## config.mk

```make
export PLATFORM = sky130hd
export DESIGN_NAME = axi_lite_reg_file_flat
export DESIGN_NICKNAME = d
export VERILOG_FILES = /design/src/rtl/axi_lite_reg_file_if.sv /design/src/rtl/axi_lite_reg_file.sv /design/src/flat_wrapper.sv
export SDC_FILE = /design/constraint.sdc
export NUM_CORES = 1
export LEC_CHECK = 0
export ABC_AREA = 1
export BUFFER_PORTS_ARGS = -buffer_cell sky130_fd_sc_hd__buf_2
export CORE_AREA = 5 5 257 259
export CTS_BUF_LIST = sky130_fd_sc_hd__clkbuf_4
export DETAILED_ROUTE_END_ITERATION = 10
export DIE_AREA = 0 0 262 264
export PLACE_DENSITY = 0.57
export SLEW_MARGIN = 10
export SYNTH_ARGS = -nofsm -noshare
export SYNTH_HDL_FRONTEND = slang
export SYNTH_SLANG_ARGS = --single-unit
```

## constraint.sdc

```tcl
create_clock -name Clk_CI -period 1.8 [get_ports Clk_CI]
set_input_delay 0.09 -clock Clk_CI [delete_from_list [all_inputs] [get_ports Clk_CI]]
set_output_delay 0.09 -clock Clk_CI [all_outputs]
set_load 0.05 [all_outputs]
```

## src/rtl/axi_lite_reg_file_if.sv

```systemverilog
// AXI4-Lite bus bundle (32-bit data) with master and slave views.
interface axi_lite_reg_file_if #(
    parameter int unsigned AXI_ADDR_WIDTH = 32
);
    logic [AXI_ADDR_WIDTH-1:0] aw_addr;
    logic                      aw_valid;
    logic                      aw_ready;
    logic [31:0]               w_data;
    logic [3:0]                w_strb;
    logic                      w_valid;
    logic                      w_ready;
    logic [1:0]                b_resp;
    logic                      b_valid;
    logic                      b_ready;
    logic [AXI_ADDR_WIDTH-1:0] ar_addr;
    logic                      ar_valid;
    logic                      ar_ready;
    logic [31:0]               r_data;
    logic [1:0]                r_resp;
    logic                      r_valid;
    logic                      r_ready;

    modport master (
        output aw_addr, aw_valid, w_data, w_strb, w_valid, b_ready, ar_addr, ar_valid, r_ready,
        input  aw_ready, w_ready, b_resp, b_valid, ar_ready, r_data, r_resp, r_valid
    );

    modport slave (
        input  aw_addr, aw_valid, w_data, w_strb, w_valid, b_ready, ar_addr, ar_valid, r_ready,
        output aw_ready, w_ready, b_resp, b_valid, ar_ready, r_data, r_resp, r_valid
    );
endinterface

```

## src/rtl/axi_lite_reg_file.sv

```systemverilog
// AXI4-Lite register file: RW control words driven to fabric, RO status words sampled on read.
// Independent write (AW/W in any order) and read FSMs, one transaction of each outstanding.
module axi_lite_reg_file #(
    parameter int unsigned       AXI_ADDR_WIDTH = 32,
    parameter int unsigned       N_REGS         = 8,
    parameter logic [N_REGS-1:0] RO_MASK        = '0
) (
    input  logic                  Clk_CI,
    input  logic                  Rst_RI,
    axi_lite_reg_file_if.slave    AxiLite_PS,
    output logic [N_REGS*32-1:0]  Reg_DO,
    input  logic [N_REGS*32-1:0]  RoReg_DI,
    output logic [N_REGS-1:0]     WrPulse_SO
);
    localparam int unsigned IDX_W      = (N_REGS > 1) ? $clog2(N_REGS) : 1;
    localparam logic [1:0]  RespOkay   = 2'b00;
    localparam logic [1:0]  RespSlvErr = 2'b10;
    localparam logic [1:0]  RespDecErr = 2'b11;

    typedef enum logic [1:0] {WIdle, WHaveAw, WHaveW, WResp} wr_state_e;
    typedef enum logic {RIdle, RResp} rd_state_e;

    wr_state_e                 wr_state_q;
    logic                      aw_ready_q, w_ready_q, b_valid_q;
    logic [1:0]                b_resp_q;
    logic [AXI_ADDR_WIDTH-1:0] aw_addr_q;
    logic [31:0]               w_data_q;
    logic [3:0]                w_strb_q;
    logic [N_REGS*32-1:0]      regs_q;
    logic [N_REGS-1:0]         wr_pulse_q;

    rd_state_e                 rd_state_q;
    logic                      ar_ready_q, r_valid_q;
    logic [31:0]               r_data_q;
    logic [1:0]                r_resp_q;

    logic                      aw_hs, w_hs, ar_hs, wr_commit, wr_ro;
    logic [AXI_ADDR_WIDTH-1:0] wr_addr;
    logic [31:0]               wr_data, rd_data;
    logic [3:0]                wr_strb;
    logic [1:0]                wr_resp, rd_resp;
    logic [N_REGS-1:0]         wr_sel;
    logic [IDX_W-1:0]          wr_idx, rd_idx;
    logic                      unused_bits;

    assign aw_hs  = AxiLite_PS.aw_valid & aw_ready_q;
    assign w_hs   = AxiLite_PS.w_valid & w_ready_q;
    assign ar_hs  = AxiLite_PS.ar_valid & ar_ready_q;
    assign wr_idx = wr_addr[2 +: IDX_W];
    assign rd_idx = AxiLite_PS.ar_addr[2 +: IDX_W];
    // Only the index bits decode; the rest are deliberately ignored (window aliases).
    assign unused_bits = ^{wr_addr, AxiLite_PS.ar_addr, RoReg_DI};

    // Pick the commit operands from the bus or from whichever half was latched earlier.
    always_comb begin
        wr_addr   = AxiLite_PS.aw_addr;
        wr_data   = AxiLite_PS.w_data;
        wr_strb   = AxiLite_PS.w_strb;
        wr_commit = 1'b0;
        case (wr_state_q)
            WIdle:   wr_commit = aw_hs & w_hs;
            WHaveAw: begin
                wr_addr   = aw_addr_q;
                wr_commit = w_hs;
            end
            WHaveW:  begin
                wr_data   = w_data_q;
                wr_strb   = w_strb_q;
                wr_commit = aw_hs;
            end
            default: wr_commit = 1'b0;
        endcase
    end

    always_comb begin
        wr_sel  = '0;
        wr_ro   = 1'b0;
        wr_resp = RespDecErr;
        rd_data = '0;
        rd_resp = RespDecErr;
        for (int unsigned i = 0; i < N_REGS; i++) begin
            if (wr_idx == IDX_W'(i)) begin
                wr_sel[i] = 1'b1;
                wr_ro     = RO_MASK[i];
                wr_resp   = RO_MASK[i] ? RespSlvErr : RespOkay;
            end
            if (rd_idx == IDX_W'(i)) begin
                rd_resp = RespOkay;
                rd_data = RO_MASK[i] ? RoReg_DI[32*i +: 32] : regs_q[32*i +: 32];
            end
        end
    end

    always_ff @(posedge Clk_CI) begin
        if (Rst_RI) begin
            regs_q     <= '0;
            wr_pulse_q <= '0;
        end else begin
            wr_pulse_q <= '0;
            if (wr_commit && !wr_ro) begin
                for (int unsigned i = 0; i < N_REGS; i++) begin
                    if (wr_sel[i] && !RO_MASK[i]) begin
                        wr_pulse_q[i] <= 1'b1;
                        for (int unsigned k = 0; k < 4; k++) begin
                            if (wr_strb[k]) regs_q[32*i+8*k +: 8] <= wr_data[8*k +: 8];
                        end
                    end
                end
            end
        end
    end

    always_ff @(posedge Clk_CI) begin
        if (Rst_RI) begin
            wr_state_q <= WIdle;
            aw_ready_q <= 1'b0;
            w_ready_q  <= 1'b0;
            b_valid_q  <= 1'b0;
            b_resp_q   <= 2'b00;
            aw_addr_q  <= '0;
            w_data_q   <= '0;
            w_strb_q   <= '0;
        end else begin
            case (wr_state_q)
                WIdle: begin
                    aw_ready_q <= 1'b1;
                    w_ready_q  <= 1'b1;
                    if (wr_commit) begin
                        aw_ready_q <= 1'b0;
                        w_ready_q  <= 1'b0;
                        b_valid_q  <= 1'b1;
                        b_resp_q   <= wr_resp;
                        wr_state_q <= WResp;
                    end else if (aw_hs) begin
                        aw_addr_q  <= AxiLite_PS.aw_addr;
                        aw_ready_q <= 1'b0;
                        wr_state_q <= WHaveAw;
                    end else if (w_hs) begin
                        w_data_q   <= AxiLite_PS.w_data;
                        w_strb_q   <= AxiLite_PS.w_strb;
                        w_ready_q  <= 1'b0;
                        wr_state_q <= WHaveW;
                    end
                end
                WHaveAw, WHaveW: begin
                    if (wr_commit) begin
                        aw_ready_q <= 1'b0;
                        w_ready_q  <= 1'b0;
                        b_valid_q  <= 1'b1;
                        b_resp_q   <= wr_resp;
                        wr_state_q <= WResp;
                    end
                end
                WResp: begin
                    if (AxiLite_PS.b_ready) begin
                        b_valid_q  <= 1'b0;
                        aw_ready_q <= 1'b1;
                        w_ready_q  <= 1'b1;
                        wr_state_q <= WIdle;
                    end
                end
                default: begin
                    aw_ready_q <= 1'b0;
                    w_ready_q  <= 1'b0;
                    b_valid_q  <= 1'b0;
                    wr_state_q <= WIdle;
                end
            endcase
        end
    end

    always_ff @(posedge Clk_CI) begin
        if (Rst_RI) begin
            rd_state_q <= RIdle;
            ar_ready_q <= 1'b0;
            r_valid_q  <= 1'b0;
            r_data_q   <= '0;
            r_resp_q   <= 2'b00;
        end else begin
            case (rd_state_q)
                RIdle: begin
                    ar_ready_q <= 1'b1;
                    if (ar_hs) begin
                        ar_ready_q <= 1'b0;
                        r_valid_q  <= 1'b1;
                        r_data_q   <= rd_data;
                        r_resp_q   <= rd_resp;
                        rd_state_q <= RResp;
                    end
                end
                RResp: begin
                    if (AxiLite_PS.r_ready) begin
                        r_valid_q  <= 1'b0;
                        ar_ready_q <= 1'b1;
                        rd_state_q <= RIdle;
                    end
                end
                default: begin
                    ar_ready_q <= 1'b0;
                    r_valid_q  <= 1'b0;
                    rd_state_q <= RIdle;
                end
            endcase
        end
    end

    assign AxiLite_PS.aw_ready = aw_ready_q;
    assign AxiLite_PS.w_ready  = w_ready_q;
    assign AxiLite_PS.b_valid  = b_valid_q;
    assign AxiLite_PS.b_resp   = b_resp_q;
    assign AxiLite_PS.ar_ready = ar_ready_q;
    assign AxiLite_PS.r_valid  = r_valid_q;
    assign AxiLite_PS.r_data   = r_data_q;
    assign AxiLite_PS.r_resp   = r_resp_q;
    assign Reg_DO              = regs_q;
    assign WrPulse_SO          = wr_pulse_q;
endmodule

```

## src/flat_wrapper.sv

```systemverilog
// flat-port wrapper written by rule: the top's interface ports become plain ports
module axi_lite_reg_file_flat 
#(
    parameter int unsigned       AXI_ADDR_WIDTH = 32,
    parameter int unsigned       N_REGS         = 8,
    parameter logic [N_REGS-1:0] RO_MASK        = '0
)
  (Clk_CI, Rst_RI, Reg_DO, RoReg_DI, WrPulse_SO, AxiLite_PS_aw_addr, AxiLite_PS_aw_valid, AxiLite_PS_w_data, AxiLite_PS_w_strb, AxiLite_PS_w_valid, AxiLite_PS_b_ready, AxiLite_PS_ar_addr, AxiLite_PS_ar_valid, AxiLite_PS_r_ready, AxiLite_PS_aw_ready, AxiLite_PS_w_ready, AxiLite_PS_b_resp, AxiLite_PS_b_valid, AxiLite_PS_ar_ready, AxiLite_PS_r_data, AxiLite_PS_r_resp, AxiLite_PS_r_valid);
  axi_lite_reg_file_if #(.AXI_ADDR_WIDTH(AXI_ADDR_WIDTH)) AxiLite_PS_i ();
  input  logic Clk_CI;
  input  logic Rst_RI;
  output logic [N_REGS*32-1:0] Reg_DO;
  input  logic [N_REGS*32-1:0] RoReg_DI;
  output logic [N_REGS-1:0] WrPulse_SO;
  input wire logic [$bits(AxiLite_PS_i.aw_addr)-1:0] AxiLite_PS_aw_addr;
  input wire logic [$bits(AxiLite_PS_i.aw_valid)-1:0] AxiLite_PS_aw_valid;
  input wire logic [$bits(AxiLite_PS_i.w_data)-1:0] AxiLite_PS_w_data;
  input wire logic [$bits(AxiLite_PS_i.w_strb)-1:0] AxiLite_PS_w_strb;
  input wire logic [$bits(AxiLite_PS_i.w_valid)-1:0] AxiLite_PS_w_valid;
  input wire logic [$bits(AxiLite_PS_i.b_ready)-1:0] AxiLite_PS_b_ready;
  input wire logic [$bits(AxiLite_PS_i.ar_addr)-1:0] AxiLite_PS_ar_addr;
  input wire logic [$bits(AxiLite_PS_i.ar_valid)-1:0] AxiLite_PS_ar_valid;
  input wire logic [$bits(AxiLite_PS_i.r_ready)-1:0] AxiLite_PS_r_ready;
  output wire logic [$bits(AxiLite_PS_i.aw_ready)-1:0] AxiLite_PS_aw_ready;
  output wire logic [$bits(AxiLite_PS_i.w_ready)-1:0] AxiLite_PS_w_ready;
  output wire logic [$bits(AxiLite_PS_i.b_resp)-1:0] AxiLite_PS_b_resp;
  output wire logic [$bits(AxiLite_PS_i.b_valid)-1:0] AxiLite_PS_b_valid;
  output wire logic [$bits(AxiLite_PS_i.ar_ready)-1:0] AxiLite_PS_ar_ready;
  output wire logic [$bits(AxiLite_PS_i.r_data)-1:0] AxiLite_PS_r_data;
  output wire logic [$bits(AxiLite_PS_i.r_resp)-1:0] AxiLite_PS_r_resp;
  output wire logic [$bits(AxiLite_PS_i.r_valid)-1:0] AxiLite_PS_r_valid;
  assign AxiLite_PS_i.aw_addr = AxiLite_PS_aw_addr;
  assign AxiLite_PS_i.aw_valid = AxiLite_PS_aw_valid;
  assign AxiLite_PS_i.w_data = AxiLite_PS_w_data;
  assign AxiLite_PS_i.w_strb = AxiLite_PS_w_strb;
  assign AxiLite_PS_i.w_valid = AxiLite_PS_w_valid;
  assign AxiLite_PS_i.b_ready = AxiLite_PS_b_ready;
  assign AxiLite_PS_i.ar_addr = AxiLite_PS_ar_addr;
  assign AxiLite_PS_i.ar_valid = AxiLite_PS_ar_valid;
  assign AxiLite_PS_i.r_ready = AxiLite_PS_r_ready;
  assign AxiLite_PS_aw_ready = AxiLite_PS_i.aw_ready;
  assign AxiLite_PS_w_ready = AxiLite_PS_i.w_ready;
  assign AxiLite_PS_b_resp = AxiLite_PS_i.b_resp;
  assign AxiLite_PS_b_valid = AxiLite_PS_i.b_valid;
  assign AxiLite_PS_ar_ready = AxiLite_PS_i.ar_ready;
  assign AxiLite_PS_r_data = AxiLite_PS_i.r_data;
  assign AxiLite_PS_r_resp = AxiLite_PS_i.r_resp;
  assign AxiLite_PS_r_valid = AxiLite_PS_i.r_valid;
  axi_lite_reg_file #(.AXI_ADDR_WIDTH(AXI_ADDR_WIDTH), .N_REGS(N_REGS), .RO_MASK(RO_MASK)) u_core (.Clk_CI(Clk_CI), .Rst_RI(Rst_RI), .AxiLite_PS(AxiLite_PS_i), .Reg_DO(Reg_DO), .RoReg_DI(RoReg_DI), .WrPulse_SO(WrPulse_SO));
endmodule
```

# Word level (Yosys, flattened, before mapping)
# Cells that the tools add are included.
[totals] register_bits=349 in_bits=363 word_cells=193
[op_classes] eq_ne=23 n_mux=71 bitwise_logic=7 n_reduce_logical=46
[op_table] operator="32-bit 2-to-1 mux" count=9
[op_table] operator="3-bit AND reduction" count=34
[op_table] operator="2-bit 2-to-1 mux" count=21
[op_table] operator="1-bit 2-to-1 mux" count=31
[op_table] operator="3-bit equality test, second input constant" count=8
[op_table] operator="3-bit by 2-bit equality test with 1-bit output, second input constant" count=4
[op_table] operator="2-bit AND reduction" count=5
[op_table] operator="1-bit one-hot mux with 3 select lines" count=3
[op_table] operator="1-bit one-hot mux with 2 select lines" count=4
[op_table] operator="3-bit by 1-bit equality test with 1-bit output, second input constant" count=2
[op_table] operator="3-bit logical NOT" count=2
[op_table] operator="2-bit by 1-bit inequality test with 1-bit output, second input constant" count=3
[op_table] operator="2-bit one-hot mux with 3 select lines" count=1
[op_table] operator="5-bit 2-to-1 mux" count=1
[op_table] operator="1-bit AND" count=4
[op_table] operator="2-bit equality test, second input constant" count=2
[op_table] operator="4-bit 2-to-1 mux" count=1
[op_table] operator="2-bit inequality test, second input constant" count=2
[op_table] operator="4-bit by 1-bit inequality test with 1-bit output, second input constant" count=1
[op_table] operator="4-bit AND reduction" count=1
[op_table] operator="2-bit OR reduction" count=2
[op_table] operator="1-bit inverter" count=3
[op_table] operator="3-bit OR reduction" count=1
[op_table] operator="2-bit by 1-bit equality test with 1-bit output, second input constant" count=1
[op_table] operator="2-bit logical NOT" count=1

# Depth between registers and ports, before layout
[depth] word_depth=11 mapped_depth=13 depth_no_buf=13

# Worst setup path after synthesis
# OpenSTA, ideal clock, no wires.
[synth_path] path_type="register to register" start="register u_core.w_ready_q, in the netlist u_core.AxiLite_PS.w_ready" end="register u_core.regs_q[168], in the netlist u_core.Reg_DO[168]" setup_ps=116 arrival_time_ps=1845 required_time_ps=1684 slack_ps=-161 path_stages_with_launch=10 n_path_buf=0 period_less_slack_ps=1961 cell_sequence="dfxtp_1 > nand2_1 > o21bai_1 > nand2_1 > nand2_1 > nand2_4 > nor2_8 > nand2_4 > o21ai_0 > nor2_1"
[synth_between] elab_chain_cells=4
[synth_lines] item="start: declaration" line_no="axi_lite_reg_file.sv:24" rtl="logic aw_ready_q, w_ready_q, b_valid_q;"
[synth_lines] item="start signal: assignment" line_no="axi_lite_reg_file.sv:117" rtl="w_ready_q <= 1'b0;"
[synth_lines] item="start signal: assignment" line_no="axi_lite_reg_file.sv:127" rtl="w_ready_q <= 1'b1;"
[synth_lines] item="start signal: assignment" line_no="axi_lite_reg_file.sv:130" rtl="w_ready_q <= 1'b0;"
[synth_lines] item="1-bit AND *" line_no="axi_lite_reg_file.sv:47" rtl="assign w_hs = AxiLite_PS.w_valid & w_ready_q;"
[synth_lines] item="1-bit AND" line_no="axi_lite_reg_file.sv:61" rtl="WIdle: wr_commit = aw_hs & w_hs;"
[synth_lines] item="1-bit one-hot mux with 3 select lines *" line_no="axi_lite_reg_file.sv:60" rtl="case (wr_state_q)"
[synth_lines] item="3-bit AND reduction (no line) *"
[synth_lines] item="end signal: indexed assignment" line_no="axi_lite_reg_file.sv:105" rtl="if (wr_strb[k]) regs_q[32*i+8*k +: 8] <= wr_data[8*k +: 8];"
[synth_lines] item="end: declaration" line_no="axi_lite_reg_file.sv:29" rtl="logic [N_REGS*32-1:0] regs_q;"
# Every way passes the cells marked *; elsewhere a longest branch is shown, timed or not.
# A chain may end at the register's enable or synchronous reset.

# Worst setup path after layout
[layout_path] start="register u_core.wr_state_q[1]" end="register u_core.regs_q[128], in the netlist u_core.Reg_DO[128]"
[layout_between] elab_chain_cells=5
[layout_lines] item="start: declaration" line_no="axi_lite_reg_file.sv:23" rtl="wr_state_e wr_state_q;"
[layout_lines] item="start signal: assignment" line_no="axi_lite_reg_file.sv:115" rtl="wr_state_q <= WIdle;"
[layout_lines] item="start signal: assignment" line_no="axi_lite_reg_file.sv:133" rtl="wr_state_q <= WResp;"
[layout_lines] item="start signal: assignment" line_no="axi_lite_reg_file.sv:137" rtl="wr_state_q <= WHaveAw;"
[layout_lines] item="2-bit by 1-bit equality test with 1-bit output" line_no="axi_lite_reg_file.sv:60"
[layout_lines] item="5-bit 2-to-1 mux" line_no="axi_lite_reg_file.sv:60"
[layout_lines] item="3-bit equality test" line_no="axi_lite_reg_file.sv:82" rtl="if (wr_idx == IDX_W'(i)) begin"
[layout_lines] item="1-bit 2-to-1 mux" line_no="axi_lite_reg_file.sv:82"
[layout_lines] item="3-bit AND reduction (no line)"
# Several ways; a longest one is shown, not always the timed one.

==> metrics.txt <==
smallest setup slack after layout -0.138 ns; proportion of power drawn by flip-flops and latches 36.0%; fraction of final layout cells sized beyond drive strength 1 31.6%; required time at the endpoint of the critical path about 2.5 ns; area taken by flip-flops and latches about 6900 um^2; root buffer cell sky130_fd_sc_hd__clkbuf_4; clk slew on worst S/H paths 0.07 ns; number of setup violations in the final report 154; Final TNS setup -6.04 ns; detail-routed net length per standard cell about 20 um; Peak Freq between 500 and 600 MHz; global-route wire length before repair just over 100000 um; buffer levels on the longest clock path 3; Filler Cell Count around 6.8k; most instantiated library cell after synthesis sky130_fd_sc_hd__nor2_1; endpoint kind of the worst setup timing path register; Tightest Pin Transition just over 0.9 ns; part of the total power dissipated in combinational logic 30.8%; overall routed net length 71800 um; Yosys reg bits ~350; sequential-to-total area share from yosys stat between 40% and 50%; net count reported at finish between 3k and 4k; overall die area roughly 69000 um^2; Detailed Place HPWL between 50000 and 60000 um; R2R depth 12; Post-synth EDFFs 0; Post-route DRC 0; internal power ~0.015 W; pin count of the biggest net entering global routing a little over 60; average vias per placed instance between 4 and 5; synth warn 0; Site Rows 93; critical path peak fanout 8; area fraction of the dominant cell type after synthesis a little under half; final worst-path cycle share 108%; Finished Cell Area between 20000 and 25000 um^2; antenna-violating nets left 0; dpl cell area roughly 19000 um^2; net switching power of the design 0.00835 W; total chip power 0.0230 W; CTS tree done; post-synthesis async set-or-reset flop share 0%; skew final approximately 0.068 ns; most common library cells after synthesis sky130_fd_sc_hd__nor2_1, sky130_fd_sc_hd__dfxtp_1, sky130_fd_sc_hd__nand2_1; starting density of the core between 20% and 30%; gpl congestion 0.872; crit path kind reg2reg; die outline height approximately 260 um; switching part of the total between 30% and 40%; synthesized area per cell 7.04 um^2; setup repair after global routing missed its margin true; count of routing violations after the opening detailed-route iteration 1121; total gr overflow 0; violations in the final reports negative setup slack; via count ~17k; TritonCTS Buffers 99; hold path cells 4; Synth area leaders sky130_fd_sc_hd__dfxtp_1, sky130_fd_sc_hd__nor2_1, sky130_fd_sc_hd__o21ai_0; worst relative slew slack 39.2%; path class of the lowest-slack min-delay path in2reg; clock period minus worst slack between 1.5 and 2 ns; overall fraction of global-route tracks in use around 19%; Final Slew Violations 0; primary flip-flop cell chosen by synthesis mapping sky130_fd_sc_hd__dfxtp_1; part of the power in the clock network ~33%; outcome finished with violations; area of combinational cells with multiple inputs ~7700 um^2; number of global-route vias before repair roughly 16k; Die W ~260 um; antenna violations before repair 2; Post-Synthesis Cells about 2.1k; number of max-cap violations 0; Core ar. roughly 64000 um^2; CTS H-tree lvls 3; worst vdd ir a little under 0.6 mV; Final Hold Violating Endpoints 0; Clock Latency Late Sink between 0.8 and 0.9 ns; Synth area leader sky130_fd_sc_hd__dfxtp_1; leak pwr between 9 and 10 nW; number of distinct standard cells referenced by the synthesized netlist 33; area growth from synthesis to layout 49.7%; count of TritonRoute iterations in the first routing pass 6; num ports around 670; number of buffers added on ports around 350; end-of-flow core utilization a little over a third; Post-Synthesis Net Count about 2.5k; launching element type of the critical path register; area of the mapped netlist roughly 15000 um^2; count of clock tree sinks 345; power density relative to cell area 1030 nW/um^2; Crit path arrival time about 2.6 ns
[power groups by stage]
stage	sequential, W	clock (W)	combinational, W
6_report	0.00827	0.00762	0.00707
4_1_cts	0.00825	0.00789	0.00599
2_1_floorplan	0.00894	0	0.00241
3_3_place_gp	0.00840	0	0.00552
3_5_place_dp	0.00840	0	0.00553
5_1_grt	0.00831	0.00825	0.00752
[sequential cells by signal, indices dropped and copies added, names as in the netlist, 2 cells and up]
name and flops:
u_core.AxiLite_PS.r_data 32, u_core.Reg_DO 256, u_core.WrPulse_SO 8, u_core.aw_addr_q 3, u_core.w_data_q 32, u_core.w_strb_q 4
u_core.wr_state_q 2
[timing repair]
item	CTS	global route
endpoints found under the setup margin	281	302
hold buffers	82	0
endpoints found under the hold margin	345	0
pin swaps	12	24
cloned	0	12
gates resized for setup	104	239
setup buffers	6	19
[logic make-up after synthesis]
family	count (synthesis)	share of synthesized area [%]
AO/OA/AOI/OAI	483	16.4
buffers and inverters	262	7.02
AND/OR/NAND/NOR	1023	29.9
flip-flops	345	46.3
adder cells (fa/ha/maj)	4	0.336
[final timing paths]
| path | from | endpoint | slack, ns |
|---|---|---|---|
| min reg2reg | u_core.w_strb_q[3] | u_core.w_strb_q[3] | 0.46 |
| max reg2reg | u_core.wr_state_q[1] | u_core.Reg_DO[128] | -0.14 |
| max | u_core.wr_state_q[1] | u_core.Reg_DO[128] | -0.14 |
| min | AxiLite_PS_w_strb[0] | u_core.w_strb_q[0] | 0.1 |
[per-layer routing]
metal  vias to the layer above  part of all wire [%]  GRT usage (%)
met3                       130                   8.7           6.36
met4                         0                   3.0           6.73
met2                       628                    45           30.0
met1                      7849                    43           25.4
li1                       8266                     -              -
met5                         -                     0              0
[final cells by class]
| cell class | count | area share [%] |
|---|---|---|
| diodes | 2 | 0.0224 |
| clock buffers | 149 | 5.01 |
| clock inverters | 33 | 0.830 |
| inverters | 164 | 3.57 |
| multi-input cells | 1514 | 34.4 |
| flip-flops and latches | 345 | 31.0 |
| well taps | 855 | 4.79 |
| repair buffers | 607 | 20.3 |
[placed cells by master (no fill, tap or decap), drive strengths merged]
cell type / n
dfxtp: 345
clkinvlp: 4
inv: 152
bufinv: 1
a31oi: 1
nor2: 555
a21oi: 163
o21ai: 316
nor4: 1
nand4: 78
clkbuf: 154
buf: 520
diode: 2
ha: 4
clkinv: 40
nor3: 9
nand3: 61
o21bai: 1
nand2: 323
a211oi: 2
dlygate4sd3: 82
[worst max-delay path, cell delays in order (launching register included)]
cell                      delay (ns)
sky130_fd_sc_hd__dfxtp_4        0.36
sky130_fd_sc_hd__inv_4          0.05
sky130_fd_sc_hd__ha_4           0.18
sky130_fd_sc_hd__buf_6          0.14
sky130_fd_sc_hd__o21ai_4        0.19
sky130_fd_sc_hd__inv_2          0.09
sky130_fd_sc_hd__nor2_4         0.15
sky130_fd_sc_hd__buf_6          0.13
sky130_fd_sc_hd__nand2_8        0.06
sky130_fd_sc_hd__inv_8          0.10
sky130_fd_sc_hd__nand3_4        0.15
sky130_fd_sc_hd__nand2_1        0.13
sky130_fd_sc_hd__a21oi_2        0.06
[stage by stage]
| step | hold slack [ns] | setup slack, ns | cells |
|---|---|---|---|
| floorplan | 0.189 | -0.0193 | 2117 |
| global placement | 0.292 | -0.176 | 3366 |
| detailed placement | 0.296 | -0.211 | 3366 |
| CTS | 0.00609 | -0.0385 | 3636 |
| global route | 0.0685 | -0.255 | 3669 |
| finish | 0.0979 | -0.138 | 3669 |
Power figures use the tool's default switching activity.
